<file path="config.mk">
export PLATFORM = sky130hd
export DESIGN_NAME = word_distributor_flat
export DESIGN_NICKNAME = d
export VERILOG_FILES = /design/src/rtl/word_distributor_if.sv /design/src/rtl/word_distributor.sv /design/src/flat_wrapper.sv
export SDC_FILE = /design/constraint.sdc
export NUM_CORES = 1
export LEC_CHECK = 0
export CORE_AREA = 2 2 266 268
export DETAILED_ROUTE_END_ITERATION = 10
export DIE_AREA = 0 0 268 270
export PLACE_DENSITY = 0.43
export SYNTH_ARGS = -nofsm -noshare
export SYNTH_HDL_FRONTEND = slang
export SYNTH_SLANG_ARGS = --single-unit
</file>
<file path="constraint.sdc">
create_clock -name clock -period 4.9 [get_ports clock]
set_clock_uncertainty 0.1 [all_clocks]
set_input_delay 1.47 -clock clock [delete_from_list [all_inputs] [get_ports clock]]
set_output_delay 1.47 -clock clock [all_outputs]
set_load 0.02 [all_outputs]
</file>
<file path="src/rtl/word_distributor_if.sv">
// Bundle of the upstream handshake, the per-slot output bus and the status
// outputs of word_distributor. The block itself connects through "slave";
// the driving environment uses "master".
interface word_distributor_if #(
    parameter int WORD_WIDTH = 36,
    parameter int WORD_COUNT = 16
);
    logic                             in_valid;
    logic                             in_ready;
    logic [WORD_WIDTH-1:0]            in_data;
    logic [WORD_COUNT-1:0]            in_mask;
    logic [WORD_COUNT-1:0]            out_valid;
    logic [WORD_COUNT-1:0]            out_ready;
    logic [WORD_WIDTH*WORD_COUNT-1:0] out_data;
    logic                             busy;
    logic [15:0]                      drop_count;

    modport slave (
        input  in_valid, in_data, in_mask, out_ready,
        output in_ready, out_valid, out_data, busy, drop_count
    );

    modport master (
        output in_valid, in_data, in_mask, out_ready,
        input  in_ready, out_valid, out_data, busy, drop_count
    );
endinterface

</file>
<file path="src/rtl/word_distributor.sv">
// Streaming word fork: each accepted word is presented on every slot named
// by its mask, with an independent valid/ready per slot. Unaddressed slots
// carry zero, so OR-reducing the bus always yields the word being delivered.
// A 2-entry skid FIFO decouples in_ready from the downstream readies.
module word_distributor #(
    parameter int WORD_WIDTH = 36,
    parameter int WORD_COUNT = 16
) (
    input  logic                clock,
    input  logic                reset_n,
    word_distributor_if.slave   bus
);

    // Skid FIFO storage and control
    logic [WORD_WIDTH-1:0] fifo_data [2];
    logic [WORD_COUNT-1:0] fifo_mask [2];
    logic                  wr_ptr;
    logic                  rd_ptr;
    logic [1:0]            count;
    logic [1:0]            count_nxt;
    logic                  in_ready_q;

    // Holding stage
    logic [WORD_WIDTH-1:0] hold_data;
    logic [WORD_COUNT-1:0] pending;
    logic [WORD_COUNT-1:0] remaining;
    logic [15:0]           drop_count_q;

    logic                  push;
    logic                  pop;
    logic                  load;
    logic                  drop;
    logic                  head_zero;

    function automatic logic [15:0] sat_inc16(input logic [15:0] v);
        return (v == 16'hFFFF) ? v : v + 16'd1;
    endfunction

    // Transfer decisions: a pop either loads the head or discards a zero-mask head
    always_comb begin
        push      = bus.in_valid && in_ready_q;
        remaining = pending & ~bus.out_ready;
        head_zero = (fifo_mask[rd_ptr] == '0);
        pop       = (count != 2'd0) && (head_zero || (remaining == '0));
        load      = pop && !head_zero;
        drop      = pop && head_zero;
        count_nxt = count;
        if (push && !pop) begin
            count_nxt = count + 2'd1;
        end else if (pop && !push) begin
            count_nxt = count - 2'd1;
        end
    end

    // FIFO payload; unread entries are masked by count so they need no reset
    always_ff @(posedge clock) begin
        if (push) begin
            fifo_data[wr_ptr] <= bus.in_data;
            fifo_mask[wr_ptr] <= bus.in_mask;
        end
    end

    // FIFO pointers, occupancy and the registered not-full ready
    always_ff @(posedge clock or negedge reset_n) begin
        if (!reset_n) begin
            wr_ptr     <= 1'b0;
            rd_ptr     <= 1'b0;
            count      <= 2'd0;
            in_ready_q <= 1'b0;
        end else begin
            if (push) wr_ptr <= ~wr_ptr;
            if (pop)  rd_ptr <= ~rd_ptr;
            count      <= count_nxt;
            in_ready_q <= (count_nxt != 2'd2);
        end
    end

    // Holding stage: reload as soon as the last pending slot completes (no bubble)
    always_ff @(posedge clock or negedge reset_n) begin
        if (!reset_n) begin
            pending      <= '0;
            hold_data    <= '0;
            drop_count_q <= 16'd0;
        end else begin
            if (load) begin
                pending   <= fifo_mask[rd_ptr];
                hold_data <= fifo_data[rd_ptr];
            end else begin
                pending   <= remaining;
            end
            if (drop) begin
                drop_count_q <= sat_inc16(drop_count_q);
            end
        end
    end

    // Per-slot presentation: data only where the slot is still pending
    always_comb begin
        bus.out_data = '0;
        for (int k = 0; k < WORD_COUNT; k++) begin
            if (pending[k]) begin
                bus.out_data[k*WORD_WIDTH +: WORD_WIDTH] = hold_data;
            end
        end
    end

    assign bus.out_valid  = pending;
    assign bus.in_ready   = in_ready_q;
    assign bus.busy       = (count != 2'd0) || (pending != '0);
    assign bus.drop_count = drop_count_q;

endmodule
</file>
<file path="src/flat_wrapper.sv">
// flat-port wrapper written by rule: the top's interface ports become plain ports
module word_distributor_flat 
#(
    parameter int WORD_WIDTH = 36,
    parameter int WORD_COUNT = 16
)
  (clock, reset_n, bus_in_valid, bus_in_data, bus_in_mask, bus_out_ready, bus_in_ready, bus_out_valid, bus_out_data, bus_busy, bus_drop_count);
  word_distributor_if #(.WORD_WIDTH(WORD_WIDTH), .WORD_COUNT(WORD_COUNT)) bus_i ();
  input  logic clock;
  input  logic reset_n;
  input wire logic [$bits(bus_i.in_valid)-1:0] bus_in_valid;
  input wire logic [$bits(bus_i.in_data)-1:0] bus_in_data;
  input wire logic [$bits(bus_i.in_mask)-1:0] bus_in_mask;
  input wire logic [$bits(bus_i.out_ready)-1:0] bus_out_ready;
  output wire logic [$bits(bus_i.in_ready)-1:0] bus_in_ready;
  output wire logic [$bits(bus_i.out_valid)-1:0] bus_out_valid;
  output wire logic [$bits(bus_i.out_data)-1:0] bus_out_data;
  output wire logic [$bits(bus_i.busy)-1:0] bus_busy;
  output wire logic [$bits(bus_i.drop_count)-1:0] bus_drop_count;
  assign bus_i.in_valid = bus_in_valid;
  assign bus_i.in_data = bus_in_data;
  assign bus_i.in_mask = bus_in_mask;
  assign bus_i.out_ready = bus_out_ready;
  assign bus_in_ready = bus_i.in_ready;
  assign bus_out_valid = bus_i.out_valid;
  assign bus_out_data = bus_i.out_data;
  assign bus_busy = bus_i.busy;
  assign bus_drop_count = bus_i.drop_count;
  word_distributor #(.WORD_WIDTH(WORD_WIDTH), .WORD_COUNT(WORD_COUNT)) u_core (.clock(clock), .reset_n(reset_n), .bus(bus_i));
endmodule
</file>
==> results by group, run 1 <==
Final layout
  – # nets final: 1793
  – Most common cell after layout, fill and taps aside: clkdlybuf4s50_1
  – Utilization after layout: 27.35%
  – P&R area growth vs syn: 77.21%
  – Most frequent cells in the layout: clkdlybuf4s50_1, and2_1, edfxtp_1
  – Layout cells sized above 1: 4.732%
  – Cell area after layout: 19020 sq um

Clock network
  – Clk_lat worst skew: 460 ps
  – CTS buffer count: 17
  – CTS Hold Bufs: 0
  – Post-CTS Setup Bufs: 0
  – Longest Clk Path Bufs: 2
  – Resized cells post-CTS: 0
  – TritonCTS clock tree: done
  – H-Tree Depth: 4
  – Sink Count: 177
  – Clock-pin transition on the worst setup and hold timing paths: 70 ps
  – Root buf cell: clkbuf_16

Synth
  – Syn_nets: 1196
  – Synth Instances: 1123
  – FF+latch count, synth: 177
  – Main synth FF type: edfxtp_1
  – Unique masters post-synth: 40
  – Yosys warning count: 0
  – EDFF count, synth: 104
  – Sequential share of the synthesized area: 46.12%
  – Mapped Area: 10730 sq um
  – Async set-reset flop share out of synthesis: 41.24%
  – Average cell area after synthesis: 9.557 sq um

Place
  – Port bufs: 680
  – Detailed Place HPWL: 39450 microns
  – Routability cong.: 0.7516
  – Area post-placement: 18430 sq um

Critical path
  – CP Class: flip-flop to output pin
  – CP max FO: 4
  – CP cell instances: inv_1, ha_1, or4b_2, nor3_1, nand4_1, clkdlybuf4s50_1
  – Worst r2r dst: u_core.hold_data[16]
  – Worst Path Required: 3330 ps
  – RR Startpoint: u_core.bus.out_valid[6]
  – Critical Path End Type: output pin
  – Slowest-stage cell, CP: or4b_2
  – Max incr delay on CP: 610 ps
  – Crit start category: flip-flop
  – Worst Path Arrival: 2720 ps
  – Crit path to: bus_busy
  – Worst reg-to-reg path cell count: 8
  – Critical Path Start: u_core.count[0]
  – Reg2reg setup slack: 2070 ps

Die
  – DIE AREA: 72360 sq um
  – Core Rows: 97
  – Top Ports: 681
  – Die width: 268 microns
  – Die Height: 270 microns
  – Core area: 69540 sq um
  – Initial Utilization: 15.43%

Route
  – Vias per inst: 3.761
  – Drt initial violations: 453
  – Pre-Repair DR Iteration Count: 4
  – DRT Wirelength: 56220 microns
  – Drt wl/cell: 21.00 microns
  – DRC: 0
  – Via count: 10070
  – Number of routed nets with antenna violations: 0

STA
  – Setup TNS: 0 ps
  – Worst hold slack: 397.3 ps
  – Setup violators final: 0
  – Final period util: 87.55%
  – Max Clk Rate: 233.1 MHz
  – Fin crit period: 4290 ps
  – Relative slew slack: 25.41%
  – Unrepaired setup endpoints after global routing: no
  – Final hold violations: 0
  – Slew @ Worst Pin: 1119 ps
  – Max-slew violation count: 0

Run
  – Max Cap Violations: 0

Power
  – Maximum VDD drop: 0.2965 mV
  – PwrDens: 515.0 nW/um^2
  – LEAKAGE: 7.018 nW
  – Pwr Total: 9.795 mW

Hold path
  – Hold_sp: u_core.count[1]
  – HP Class: flip-flop to flip-flop

Run status
  – Outcome: completed

Global route
  – Vias in the first global route: 10020
  – GRT overflow: 0
  – Initial antenna violation count: 12
  – Gr usage total: 15.13%
  – Pin count of the biggest net entering global routing: 53
  – First-pass GRT wire length: 77770 microns
routing by layer:
layer  share of wire (%)  global-route usage, %  vias up
li1                    -                      -     4783
met1                  39                  17.00     4831
met2                  53                  28.74      409
met3                 6.5                  3.437       43
met4                 1.5                  2.999        2
met5               0.018                      0        -
how the worst min path moves through the flow:
stage | endpoint | cells after the start | slack [ps]
4_1_cts | u_core.bus.in_ready | 1 | 400
5_1_grt | u_core.bus.drop_count[6] | 1 | 420
2_1_floorplan | u_core.bus.in_ready | 1 | 340
6_report | u_core.bus.in_ready | 1 | 400
3_3_place_gp | u_core.bus.in_ready | 1 | 380
3_5_place_dp | u_core.bus.in_ready | 1 | 380
kinds of logic after synthesis:
family,after synthesis,synth area share (%)
mux,54,5.048
flops,177,46.12
fa+ha+maj,4,0.4196
compound gates,58,3.113
simple gates,690,39.40
buf+inv,121,4.348
xor+xnor,19,1.550
metrics by stage:
| stage | setup WS, ps | instances |
|---|---|---|
| global route | 417.3 | 2673 |
| floorplan | 562.2 | 1123 |
| finish | 610.1 | 2677 |
| global placement | 1111 | 2641 |
| CTS | 565.8 | 2673 |
| detailed placement | 1082 | 2641 |
state kept, by name, summed over array words and instances (netlist names):
name                   count
u_core.rd_ptr              1
u_core.hold_data          36
u_core.bus.in_ready        1
u_core.bus.out_valid      16
u_core.count               2
u_core.bus.drop_count     16
u_core.fifo_mask          32
u_core.fifo_data          72
u_core.wr_ptr              1
synthesized netlist by cell type, types with 2 or more instances:
cell type	n	area, sq um
and2_1	579	3622
clkbuf_1	110	412.9
edfxtp_1	104	3123
dfrtp_1	73	1827
mux2i_1	53	530.5
o21ai_0	47	235.2
nand2_1	43	161.4
xnor2_1	18	157.7
nand2b_1	14	87.58
nor4_1	11	68.82
nand4_1	9	56.30
nand3_1	6	30.03
nand3_2	6	60.06
buf_2	4	20.02
nor2_1	4	15.01
nor3_1	4	20.02
and3_1	3	18.77
buf_1	3	11.26
inv_1	3	11.26
nor2b_1	3	18.77
o21ai_1	3	15.01
ha_1	2	25.02
maj3_1	2	20.02
nand2_2	2	12.51
o21bai_1	2	15.01
area by class of cell:
class	count	area, sq um
Tap cell	940	1176
Multi-Input combinational cell	825	5340
Antenna cell	4	10.01
Clock buffer	19	432.9
Timing Repair Buffer	696	6924
Clock inverter	13	151.4
Sequential cell	177	4974
Fill cell	7374	50520
Inverter	3	11.26
critical path: cells and delay by family (launching register included):
| kind | cells | cell delay (ps) |
|---|---|---|
| flops | 1 | 410 |
| buf+inv | 2 | 720 |
| simple gates | 3 | 910 |
| fa+ha+maj | 1 | 220 |
report_power, final:
group	switching, mW	internal, mW	leakage (nW)
sequential	1.28	2.00	1.88
combinational	2.72	2.41	4.86
clock	0.617	0.763	0.283
total	4.62	5.18	7.02
Power figures use the tool's default switching activity.
==> run 2: changes to the inputs <==
--- a/config.mk
+++ b/config.mk
@@ -8,6 +8,8 @@
 export CORE_AREA = 2 2 266 268
 export DETAILED_ROUTE_END_ITERATION = 10
 export DIE_AREA = 0 0 268 270
+export HOLD_SLACK_MARGIN = 0.12
+export MAX_ROUTING_LAYER = met4
 export PLACE_DENSITY = 0.43
 export SYNTH_ARGS = -nofsm -noshare
 export SYNTH_HDL_FRONTEND = slang
==> run 2 against run 1 <==
Net effect: sequential share of layout area stayed put; first-iteration DRC count is 2.2% higher; clock power hardly changed; critical path type unchanged; largest cell class unchanged; largest power group unchanged; highest routed layer is now met4.
==> results by group, run 2 (synthesis results as in run 1) <==
Run status
  – Outcome: completed

STA
  – Fin crit period: 4292 ps (+2.218 ps)
  – Setup TNS: 0 ps (unchanged)
  – Setup violators final: 0 (unchanged)
  – Slew @ Worst Pin: 1127 ps (+8.130 ps)
  – Relative slew slack: 24.87% (-0.54 points)
  – Final hold violations: 0 (unchanged)
  – Final period util: 87.60% (about the same)
  – Max-slew violation count: 0 (unchanged)
  – Max Clk Rate: 233.0 MHz (about the same)
  – Unrepaired setup endpoints after global routing: no

Power
  – PwrDens: 515.2 nW/um^2 (about the same)
  – Pwr Total: 9.799 mW (about the same)
  – LEAKAGE: 7.018 nW (unchanged)
  – Maximum VDD drop: 0.2958 mV (-0.23%)

Final layout
  – Largest register by flop count: u_core.fifo_data
  – Layout cells sized above 1: 4.732% (unchanged)
  – Most common cell after layout, fill and taps aside: clkdlybuf4s50_1
  – Most frequent cells in the layout: clkdlybuf4s50_1, and2_1, edfxtp_1
  – P&R area growth vs syn: 77.21% (unchanged)
  – Cell area after layout: 19020 sq um (unchanged)
  – Post-Layout Cell Count: 2677 (unchanged)
  – Biggest regs: u_core.fifo_data (72), u_core.hold_data (36), u_core.fifo_mask (32)
  – Max reg flops: 72 (unchanged)
  – # nets final: 1793 (unchanged)

Critical path
  – Worst r2r dst: u_core.hold_data[16]
  – Worst Path Arrival: 2720 ps (about the same)
  – Critical Path End Type: output pin
  – Slowest-stage cell, CP: or4b_2
  – Crit start category: flip-flop
  – CP cell instances: inv_1, ha_1, or4b_2, nor3_1, nand4_1, clkdlybuf4s50_1
  – Buf+Inv Stages, Crit Path: 2 (unchanged)
  – Reg2reg setup slack: 2090 ps (+20 ps)
  – CP top delay family: simple AND/OR/NAND/NOR gates
  – Worst Path Required: 3330 ps (about the same)
  – CP max FO: 4 (unchanged)
  – RR Startpoint: u_core.bus.out_valid[6]
  – Max incr delay on CP: 610 ps (about the same)
  – Worst reg-to-reg path cell count: 8 (unchanged)
  – Critical Path Start: u_core.count[0]
  – CP Class: flip-flop to output pin

Global route
  – Met2 Use GR: 28.70% (-0.048 points)
  – Met3 Track Usage GR: 2.899% (-0.54 points)
  – First-pass GRT wire length: 77740 microns (about the same)
  – Vias in the first global route: 10020 (+0.020%)
  – Gr usage total: 15.57% (+0.45 points)
  – GRT overflow: 0 (unchanged)
  – Met1 usage: 17.38% (+0.37 points)
  – Initial antenna violation count: 12 (unchanged)
  – Pin count of the biggest net entering global routing: 53 (unchanged)
  – Top Usage Layer GRT: met2

Die
  – Top Ports: 681 (unchanged)
  – DIE AREA: 72360 sq um (unchanged)
  – Die Height: 270 microns (unchanged)
  – Core area: 69540 sq um (unchanged)
  – Die width: 268 microns (unchanged)
  – Initial Utilization: 15.43% (unchanged)
  – Core Rows: 97 (unchanged)

Route
  – DRT Wirelength: 56250 microns (about the same)
  – Pre-Repair DR Iteration Count: 5 (+1)
  – Drt initial violations: 463 (+2.2%)
  – Vias per inst: 3.744 (-0.45%)
  – Number of routed nets with antenna violations: 0 (unchanged)
  – DRC: 0 (unchanged)
  – Via count: 10020 (-0.45%)
  – Drt wl/cell: 21.01 microns (about the same)

Clock network
  – CTS buffer count: 17 (unchanged)
  – Clock-pin transition on the worst setup and hold timing paths: 70 ps (about the same)
  – Root buf cell: clkbuf_16
  – Post-CTS Setup Bufs: 0 (unchanged)
  – Longest Clk Path Bufs: 2 (unchanged)
  – H-Tree Depth: 4 (unchanged)
  – Resized cells post-CTS: 0 (unchanged)
  – Sink Count: 177 (unchanged)
  – CTS Hold Bufs: 0 (unchanged)
  – TritonCTS clock tree: done
  – Clk_lat worst skew: 450 ps (about the same)

Hold path
  – Hold Crit Depth: 1 (unchanged)
  – Hold_sp: u_core.count[1]
  – HP Class: flip-flop to flip-flop
  – Worst Hold Path EP: u_core.bus.in_ready

Run
  – Max Cap Violations: 0 (unchanged)

Place
  – Routability cong.: 0.7612 (+1.3%)
  – Placed cells: 2641 (unchanged)
  – Detailed Place HPWL: 39450 microns (unchanged)
  – Port bufs: 680 (unchanged)
  – Area post-placement: 18430 sq um (unchanged)
==> run 2: cell counts in the layout (fill, tap and decap cells not counted) <==
No cell type changed its count.
==> run 2: routing by layer <==
metal	vias up	wire length (microns)
met3	42	3123
met2	403	29900
met4	0	788
met5	-	0
met1	4801	22440
li1	4777	-
==> run 2: metrics by stage <==
step / utilization (%) / hold WS [ps] / setup slack [ps]
3_5_place_dp: 26.49 / 380.3 / 1082
2_1_floorplan: - / 341.3 / 562.2
6_report: 27.35 / 401.2 / 607.8
4_1_cts: 27.33 / 404.6 / 565.8
5_1_grt: 27.34 / 423.2 / 417.3
3_3_place_gp: 26.49 / 378.2 / 1111
==> run 2: area by class of cell <==
type	count	area [sq um]
flip-flops and latches	177	4974
multi-input cells	825	5340
clock inverters	13	151.4
diodes	4	10.01
well taps	940	1176
inverters	3	11.26
repair buffers	696	6924
fillers	7374	50520
clock buffers	19	432.9
==> run 2: worst max path at each step <==
stage,endpoint,slack [ps],cells after the start
6_report,bus_busy,610,6
5_1_grt,bus_busy,420,6
4_1_cts,bus_busy,570,6
3_5_place_dp,bus_busy,1080,6
3_3_place_gp,bus_busy,1110,6
2_1_floorplan,u_core.fifo_data[0][0],560,2
==> run 2: report_power, final <==
part / internal [mW] / total, mW / switching, mW
registers: 2.00 / 3.29 / 1.29
clock network: 0.763 / 1.38 / 0.616
logic: 2.41 / 5.13 / 2.72
total: 5.18 / 9.80 / 4.62
